[src/rtl/button_pkg.sv]
// ----------------------------------------------------------------------------
// button_pkg : shared debounce FSM encoding and event polarity constants
// Revision   : 1.0
// ----------------------------------------------------------------------------
`default_nettype none

package button_pkg;

  typedef logic [1:0] btn_state_t;

  localparam btn_state_t IDLE         = 2'd0;
  localparam btn_state_t PRESS_WAIT   = 2'd1;
  localparam btn_state_t HELD         = 2'd2;
  localparam btn_state_t RELEASE_WAIT = 2'd3;

  localparam logic EVT_RELEASE = 1'b0;
  localparam logic EVT_PRESS   = 1'b1;

  // Width of a button index; a single button still needs one code bit.
  function automatic int btn_code_w(input int n_btn);
    return (n_btn > 1) ? $clog2(n_btn) : 1;
  endfunction

endpackage

`default_nettype wire

[src/rtl/btn_debounce.sv]
// ----------------------------------------------------------------------------
// btn_debounce : one button channel - 2-flop sync, debounce FSM, optional
//                auto-repeat (BTN_REPEAT_EN)
// Revision     : 1.0
// ----------------------------------------------------------------------------
`default_nettype none

module btn_debounce
  import button_pkg::*;
#(
  parameter int DEBOUNCE_CYCLES = 50000,
  parameter int REPEAT_CYCLES   = 500000
) (
  input  logic clk,
  input  logic rst,
  input  logic raw,
  output logic level,
  output logic press_pulse,
  output logic release_pulse,
  output logic repeat_pulse
);

  localparam int              CW     = $clog2(DEBOUNCE_CYCLES + 1);
  localparam logic [CW-1:0]   C_LAST = CW'(DEBOUNCE_CYCLES - 1);
  localparam logic [CW-1:0]   C_ONE  = CW'(1);

  logic          r_sync1;
  logic          r_sync2;
  btn_state_t    r_state;
  logic [CW-1:0] r_cnt;

  always_ff @(posedge clk or negedge rst) begin
    if (!rst) begin
      r_sync1 <= 1'b0;
      r_sync2 <= 1'b0;
    end else begin
      r_sync1 <= raw;
      r_sync2 <= r_sync1;
    end
  end

  // The accepting edge counts as the last stable sample, so compare with D-1.
  always_ff @(posedge clk or negedge rst) begin
    if (!rst) begin
      r_state       <= IDLE;
      r_cnt         <= '0;
      level         <= 1'b0;
      press_pulse   <= 1'b0;
      release_pulse <= 1'b0;
    end else begin
      press_pulse   <= 1'b0;
      release_pulse <= 1'b0;
      case (r_state)
        IDLE: begin
          if (r_sync2) begin
            r_state <= PRESS_WAIT;
            r_cnt   <= C_ONE;
          end
        end
        PRESS_WAIT: begin
          if (!r_sync2) begin
            r_state <= IDLE;
            r_cnt   <= '0;
          end else if (r_cnt == C_LAST) begin
            r_state     <= HELD;
            r_cnt       <= '0;
            level       <= 1'b1;
            press_pulse <= 1'b1;
          end else begin
            r_cnt <= r_cnt + C_ONE;
          end
        end
        HELD: begin
          if (!r_sync2) begin
            r_state <= RELEASE_WAIT;
            r_cnt   <= C_ONE;
          end
        end
        RELEASE_WAIT: begin
          if (r_sync2) begin
            r_state <= HELD;
            r_cnt   <= '0;
          end else if (r_cnt == C_LAST) begin
            r_state       <= IDLE;
            r_cnt         <= '0;
            level         <= 1'b0;
            release_pulse <= 1'b1;
          end else begin
            r_cnt <= r_cnt + C_ONE;
          end
        end
        default: begin
          r_state <= IDLE;
          r_cnt   <= '0;
        end
      endcase
    end
  end

`ifdef BTN_REPEAT_EN
  localparam int              RCW     = $clog2(REPEAT_CYCLES + 1);
  localparam logic [RCW-1:0]  C_RLAST = RCW'(REPEAT_CYCLES - 1);

  logic [RCW-1:0] r_rcnt;

  // Counts only while settled in HELD; any excursion restarts the period.
  always_ff @(posedge clk or negedge rst) begin
    if (!rst) begin
      r_rcnt       <= '0;
      repeat_pulse <= 1'b0;
    end else begin
      repeat_pulse <= 1'b0;
      if (r_state == HELD && r_sync2) begin
        if (r_rcnt == C_RLAST) begin
          r_rcnt       <= '0;
          repeat_pulse <= 1'b1;
        end else begin
          r_rcnt <= r_rcnt + RCW'(1);
        end
      end else begin
        r_rcnt <= '0;
      end
    end
  end
`else
  logic w_unused_repeat;
  assign w_unused_repeat = (REPEAT_CYCLES > 0);
  assign repeat_pulse    = 1'b0;
`endif

endmodule

`default_nettype wire

[src/rtl/button_reader.sv]
// ----------------------------------------------------------------------------
// button_reader : N debounced buttons with press/release pulses and a
//                 1-entry valid/ready event buffer (repeat via BTN_REPEAT_EN)
// Revision      : 1.0
// ----------------------------------------------------------------------------
`default_nettype none

module button_reader
  import button_pkg::*;
#(
  parameter int N_BTN           = 4,
  parameter int DEBOUNCE_CYCLES = 50000,
  parameter int REPEAT_CYCLES   = 500000
) (
  input  logic                         clk,
  input  logic                         rst,
  input  logic [N_BTN-1:0]             btn_raw,
  output logic [N_BTN-1:0]             btn_level,
  output logic [N_BTN-1:0]             press_pulse,
  output logic [N_BTN-1:0]             release_pulse,
  output logic                         evt_valid,
  output logic [btn_code_w(N_BTN)-1:0] evt_code,
  output logic                         evt_press,
  input  logic                         evt_ready,
  output logic                         evt_overflow
);

  localparam int CODE_W = btn_code_w(N_BTN);

  logic [N_BTN-1:0]  w_repeat;
  logic [N_BTN-1:0]  w_fire;
  logic              w_any;
  logic              w_multi;
  logic [CODE_W-1:0] w_idx;
  logic              w_idx_press;
  logic              w_can_load;

  generate
    for (genvar i = 0; i < N_BTN; i++) begin : g_chan
      btn_debounce #(
        .DEBOUNCE_CYCLES (DEBOUNCE_CYCLES),
        .REPEAT_CYCLES   (REPEAT_CYCLES)
      ) u_debounce (
        .clk           (clk),
        .rst           (rst),
        .raw           (btn_raw[i]),
        .level         (btn_level[i]),
        .press_pulse   (press_pulse[i]),
        .release_pulse (release_pulse[i]),
        .repeat_pulse  (w_repeat[i])
      );
    end
  endgenerate

  assign w_fire  = press_pulse | release_pulse | w_repeat;
  assign w_any   = |w_fire;
  assign w_multi = |(w_fire & (w_fire - N_BTN'(1)));

  // Scan downwards so the lowest firing index wins.
  always_comb begin
    w_idx       = '0;
    w_idx_press = EVT_RELEASE;
    for (int i = N_BTN - 1; i >= 0; i--) begin
      if (w_fire[i]) begin
        w_idx       = CODE_W'(i);
        w_idx_press = (press_pulse[i] | w_repeat[i]) ? EVT_PRESS : EVT_RELEASE;
      end
    end
  end

  assign w_can_load = !evt_valid || evt_ready;

  always_ff @(posedge clk or negedge rst) begin
    if (!rst) begin
      evt_valid    <= 1'b0;
      evt_code     <= '0;
      evt_press    <= 1'b0;
      evt_overflow <= 1'b0;
    end else begin
      evt_overflow <= w_any && (!w_can_load || w_multi);
      if (w_any && w_can_load) begin
        evt_valid <= 1'b1;
        evt_code  <= w_idx;
        evt_press <= w_idx_press;
      end else if (evt_valid && evt_ready) begin
        evt_valid <= 1'b0;
      end
    end
  end

endmodule

`default_nettype wire

[config.mk]
export PLATFORM = sky130hd
export DESIGN_NAME = button_reader
export DESIGN_NICKNAME = d
export VERILOG_FILES = /design/src/rtl/button_pkg.sv /design/src/rtl/btn_debounce.sv /design/src/rtl/button_reader.sv
export SDC_FILE = /design/constraint.sdc
export NUM_CORES = 1
export LEC_CHECK = 0
export ABC_AREA = 1
export CORE_MARGIN = 2
export CORE_UTILIZATION = 60
export CTS_BUF_LIST = sky130_fd_sc_hd__clkbuf_2 sky130_fd_sc_hd__clkbuf_4 sky130_fd_sc_hd__clkbuf_8
export DETAILED_ROUTE_END_ITERATION = 12
export PLACE_DENSITY = 0.76
export SETUP_SLACK_MARGIN = 0.2
export SLEW_MARGIN = 20
export SYNTH_ARGS = -nofsm -noshare
export SYNTH_HDL_FRONTEND = slang
export SYNTH_HIERARCHICAL = 1
export SYNTH_SLANG_ARGS = --single-unit
[constraint.sdc]
create_clock -name clk -period 1.9 [get_ports clk]
set_input_delay 0.285 -clock clk [delete_from_list [all_inputs] [get_ports clk]]
set_output_delay 0.285 -clock clk [all_outputs]
set_load 0.03 [all_outputs]
==> impl.org <==
** Timing
- Unrepaired setup endpoints after global routing :: no
- Period utilisation layout :: between 80% and 90%
- Pin slew with the least headroom to its limit :: between 0.5 and 0.6 ns
- The number of hold-slack violations in the final timing report was 0.
- Number of slew-limit violations in the final report :: 0
- In the final timing run, aggregate negative setup slack is 0 ns.
- Final setup violation count :: 0
- Static timing analysis puts the maximum clock frequency at 645 MHz.
- Clock skew on the completed layout was measured at about 0.016 ns.
- Subtracting the final worst setup slack from the clock period gives about 1.5 ns.
- In this run the tightest slew margin relative to its limit is between 60 and 70%.

** Global routing
- In the global route stage, met2 resource usage came out at 39.2%.
- The number of antenna violations at the first check in global routing was 0.
- For met3 alone, demand over resource in global routing was roughly 3.6%.
- Global-route wire length before repair :: 19,700 um
- Maximum number of pins on one net before global-route repair :: 44
- Global routing used around a quarter of the available tracks across all layers.
- For this run the aggregate overflow at the end of global routing stands at 0.
- For this run, global-route usage on met1 was measured as approximately 33%.
- The via count of the first global-routing pass came to about 4,400.
- met2 is the most crowded layer.

** Clock tree
- Clock tree from TritonCTS :: done
- Buffers inserted during clock tree synthesis total 9.
- In this run the clock root is driven by a sky130_fd_sc_hd__clkbuf_8.
- Count of H-tree levels built during CTS :: 3
- The number of setup buffers added after CTS is 0.
- At the later pin of the worst-skew pair, clock insertion delay measures 0.37 ns.
- The clock passes through at most 2 buffers.
- Clock-pin slew was measured on the worst setup and hold paths at approximately 0.090 ns.
- The tree built by TritonCTS fans out to 97 sinks.

** Route
- DRC violation count after routing :: 0
- In this run the remaining antenna-violating nets after routing total 0.
- The first TritonRoute pass finished after 5 iterations.
- Routed wire per std cell :: approximately 13 um
- The routed design has 11,300 um of wire.
- Detailed routing inserted a total of approximately 4,800 vias.
- Iteration-0 DRC Markers :: around 200
- Routed vias/inst :: around 5.3

** Floorplanning
- Die boundary height :: about 100 um
- IO Count :: 24
- Core outline area :: about 9200 um^2
- After floorplanning, the core was divided into 35 placement rows.
- The die covers between 10,000 and 15,000 um^2.
- Initial cell density of the core :: just over 60%
- Width of the chip :: 101 um

** Final layout
- Commonest non-fill, non-tap cell in the layout :: sky130_fd_sc_hd__nand2_1
- In the final design database the tool counted approximately 800 nets.
- The layout has approximately 760 filler cells.
- The library cells used most frequently in the layout, excluding fill and tap cells, are sky130_fd_sc_hd__nand2_1, sky130_fd_sc_hd__dfrtp_1, sky130_fd_sc_hd__inv_1.
- Summing all flip-flop and latch instances after layout gives around 2400 um^2.
- Layout-stage area growth over the synthesis result :: 10.1%
- Summing all multi-input logic gate instances after layout gives 2790 um^2.
- Total inserted antenna cells :: 0
- In the final layout, the share of cells above drive strength 1 is between 10% and 20%.

** Critical path
- Walking the worst path, the cells encountered are ha_1 > nand3_4 > nor2_2 > nand2_1 > nor2_2 > nand3_1 > nand3_1 > nand2_1.
- Logic depth of the worst register-to-register path :: 8
- STA classifies the critical path endpoint as a flip-flop.
- CP top delay family :: simple AND/OR/NAND/NOR gates
- Cell count along the critical path :: 8
- Data arrives at the worst endpoint at approximately 1.8 ns.
- Master of the slowest instance on the critical path :: sky130_fd_sc_hd__dfrtp_1
- Across all register-to-register paths, the minimum setup slack is 0.35 ns.
- The critical path is of the reg -> reg type.
- The largest single stage delay on the critical path is about 0.43 ns.
- Startpoint of the lowest-slack register-to-register path :: g_chan[0].u_debounce/r_cnt[0]
- In this run the critical register-to-register path is captured at g_chan[0].u_debounce/r_cnt[12].
- Required @ worst endpoint :: approximately 2.2 ns
- STA classifies the critical path startpoint as a flip-flop.
- The number of buffers and inverters on the critical path is 0.
- Critical-path maximum fanout :: 5

** Synthesis
- After synthesis the netlist holds a flip-flop and latch count of 97.
- Count of mapped cells out of synthesis :: 753
- Synthesis produced a netlist with a net count of between 700 and 800.
- The synthesized netlist contains 32 unique library cells.
- For this run, the number of Yosys warnings is 6.
- Average size of a mapped cell :: roughly 7.5 um^2
- Area fraction of the dominant cell type after synthesis :: 43.1%
- Cell taking the most area after synthesis :: sky130_fd_sc_hd__dfrtp_1
- Leading post-synthesis cells by cell area :: sky130_fd_sc_hd__dfrtp_1, sky130_fd_sc_hd__nand2_1, sky130_fd_sc_hd__inv_1
- Sequential cells were found to cover a little over two fifths of the synthesized design area.
- Area of the mapped netlist :: roughly 5600 um^2

** Placement
- Port buffering added 23 buffers.
- Weighted congestion at the end of routability-driven global placement :: 0.912
- Detailed placer's ending HPWL :: around 8500 um

** Pwr
- The completed layout was analyzed and its total power is about 3700 uW.
- Switching fraction of total power :: 26.2%
- Summed over all cells, the static leakage comes to 0.00284 uW.
- VDD sags by at most roughly 380 uV.
- Part of the total power dissipated in sequential elements :: 58.1%
- Net switching power :: just under 1000 uW
- Power Density :: about 600 nW/um^2
- Cell internal power was estimated by the tool at approximately 2800 uW.
- Fraction of power consumed by combinational cells :: under 10%
- The clock network burns about a third of the power.

** Worst hold path
- The worst hold path terminates at g_chan[1].u_debounce/r_sync2.
- The worst hold path begins at g_chan[1].u_debounce/r_sync1.
- The worst hold path belongs to the class reg -> reg.
- Along the worst hold path, the cell count comes to 0.

** Job
- Number of violations of the max-capacitance limit :: 0

** Run status
- Run status :: completed
-- cell usage after synthesis --
cell type and number:
sky130_fd_sc_hd__nand2_1 253, sky130_fd_sc_hd__dfrtp_1 97, sky130_fd_sc_hd__inv_1 83, sky130_fd_sc_hd__nor2_1 64
sky130_fd_sc_hd__nand3_1 58, sky130_fd_sc_hd__o21ai_0 33, sky130_fd_sc_hd__nor2_2 25, sky130_fd_sc_hd__a21oi_2 13
sky130_fd_sc_hd__nand2_2 12, sky130_fd_sc_hd__o21bai_1 12, sky130_fd_sc_hd__a21oi_1 10, sky130_fd_sc_hd__xor2_1 9
sky130_fd_sc_hd__o21ai_1 8, sky130_fd_sc_hd__nand4_1 7, sky130_fd_sc_hd__clkinv_1 6, sky130_fd_sc_hd__nor2_4 6
sky130_fd_sc_hd__nor3_2 6, sky130_fd_sc_hd__buf_2 4, sky130_fd_sc_hd__buf_4 4, sky130_fd_sc_hd__buf_6 4
sky130_fd_sc_hd__conb_1 4, sky130_fd_sc_hd__ha_1 4, sky130_fd_sc_hd__nand3_2 4, sky130_fd_sc_hd__o211ai_1 4
sky130_fd_sc_hd__o22ai_1 4, sky130_fd_sc_hd__xnor2_1 4, sky130_fd_sc_hd__inv_2 3, sky130_fd_sc_hd__nand3_4 3
sky130_fd_sc_hd__o21ai_2 3, sky130_fd_sc_hd__or2_2 3, sky130_fd_sc_hd__nor3_4 2, sky130_fd_sc_hd__nor2_8 1
-- per-stage QoR --
step	setup slack [ns]	cells	cell area (um^2)	hold slack, ns	util (%)
floorplan	0.525	753	5630	-0.0106	-
global placement	0.282	886	6000	0.299	65.3
detailed placement	0.181	886	6000	0.297	65.3
CTS	0.212	903	6180	0.344	67.3
global route	0.209	903	6200	0.340	67.5
finish	0.350	903	6200	0.356	67.5
-- power groups by stage --
stage | combinational (uW) | clock [uW] | sequential, uW
after floorplan | 180 | 0 | 2220
after global placement | 307 | 0 | 2210
after detailed placement | 315 | 0 | 2210
after CTS | 315 | 1300 | 2170
after global routing | 351 | 1390 | 2180
final | 311 | 1260 | 2170
-- what timing repair did --
action	CTS	global route
hold endpoints to repair	36	0
pin swaps	0	1
gates resized for setup	15	6
setup endpoints to repair	19	16
hold buffers	1	0
-- flip-flops by register name, summed over array words and instances (netlist names), named ones only --
signal                           count
g_chan.u_debounce/release_pulse      4
g_chan.u_debounce/level              4
evt_press                            1
evt_code                             2
evt_valid                            1
g_chan.u_debounce/r_cnt             64
g_chan.u_debounce/r_sync2            4
g_chan.u_debounce/press_pulse        4
g_chan.u_debounce/r_sync1            4
g_chan.u_debounce/r_state            4
evt_overflow                         1
-- final cells by class --
class                   instances  share of cell area [%]
inverters                      92                    5.57
multi-input cells             552                    44.9
well taps                     111                    2.24
repair buffers                 35                    5.20
clock inverters                 5                   0.625
flip-flops and latches         97                    39.1
clock buffers                  11                    2.34
-- metal layers --
layer / vias up / wire length (um) / part of all wire, %
li1: 2440 / - / -
met1: 2248 / 5360 / 47
met2: 69 / 5550 / 49
met3: 6 / 340 / 3.0
met4: 0 / 91 / 0.80
met5: - / 0 / 0
-- cell families (layout without fill, tap and decap cells) --
group,after synthesis,in the layout,synth area share [%]
compound gates,87,87,9.59
xor+xnor,13,13,2.02
fa+ha+maj,4,4,0.888
buf+inv,104,143,7.82
flops,97,97,43.1
other cells,4,4,0.266
simple gates,444,444,36.3
-- worst max-delay path by stage --
stage	from	to	slack (ns)
2_1_floorplan	g_chan[0].u_debounce/r_cnt[0]	g_chan[0].u_debounce/r_cnt[9]	0.52
3_3_place_gp	g_chan[1].u_debounce/r_cnt[0]	g_chan[1].u_debounce/r_cnt[15]	0.28
3_5_place_dp	g_chan[1].u_debounce/r_cnt[0]	g_chan[1].u_debounce/r_cnt[15]	0.18
4_1_cts	evt_valid	evt_valid	0.21
5_1_grt	g_chan[0].u_debounce/r_cnt[0]	g_chan[0].u_debounce/r_cnt[12]	0.21
6_report	g_chan[0].u_debounce/r_cnt[0]	g_chan[0].u_debounce/r_cnt[12]	0.35
No activity file was read; power rests on OpenSTA's default activity.
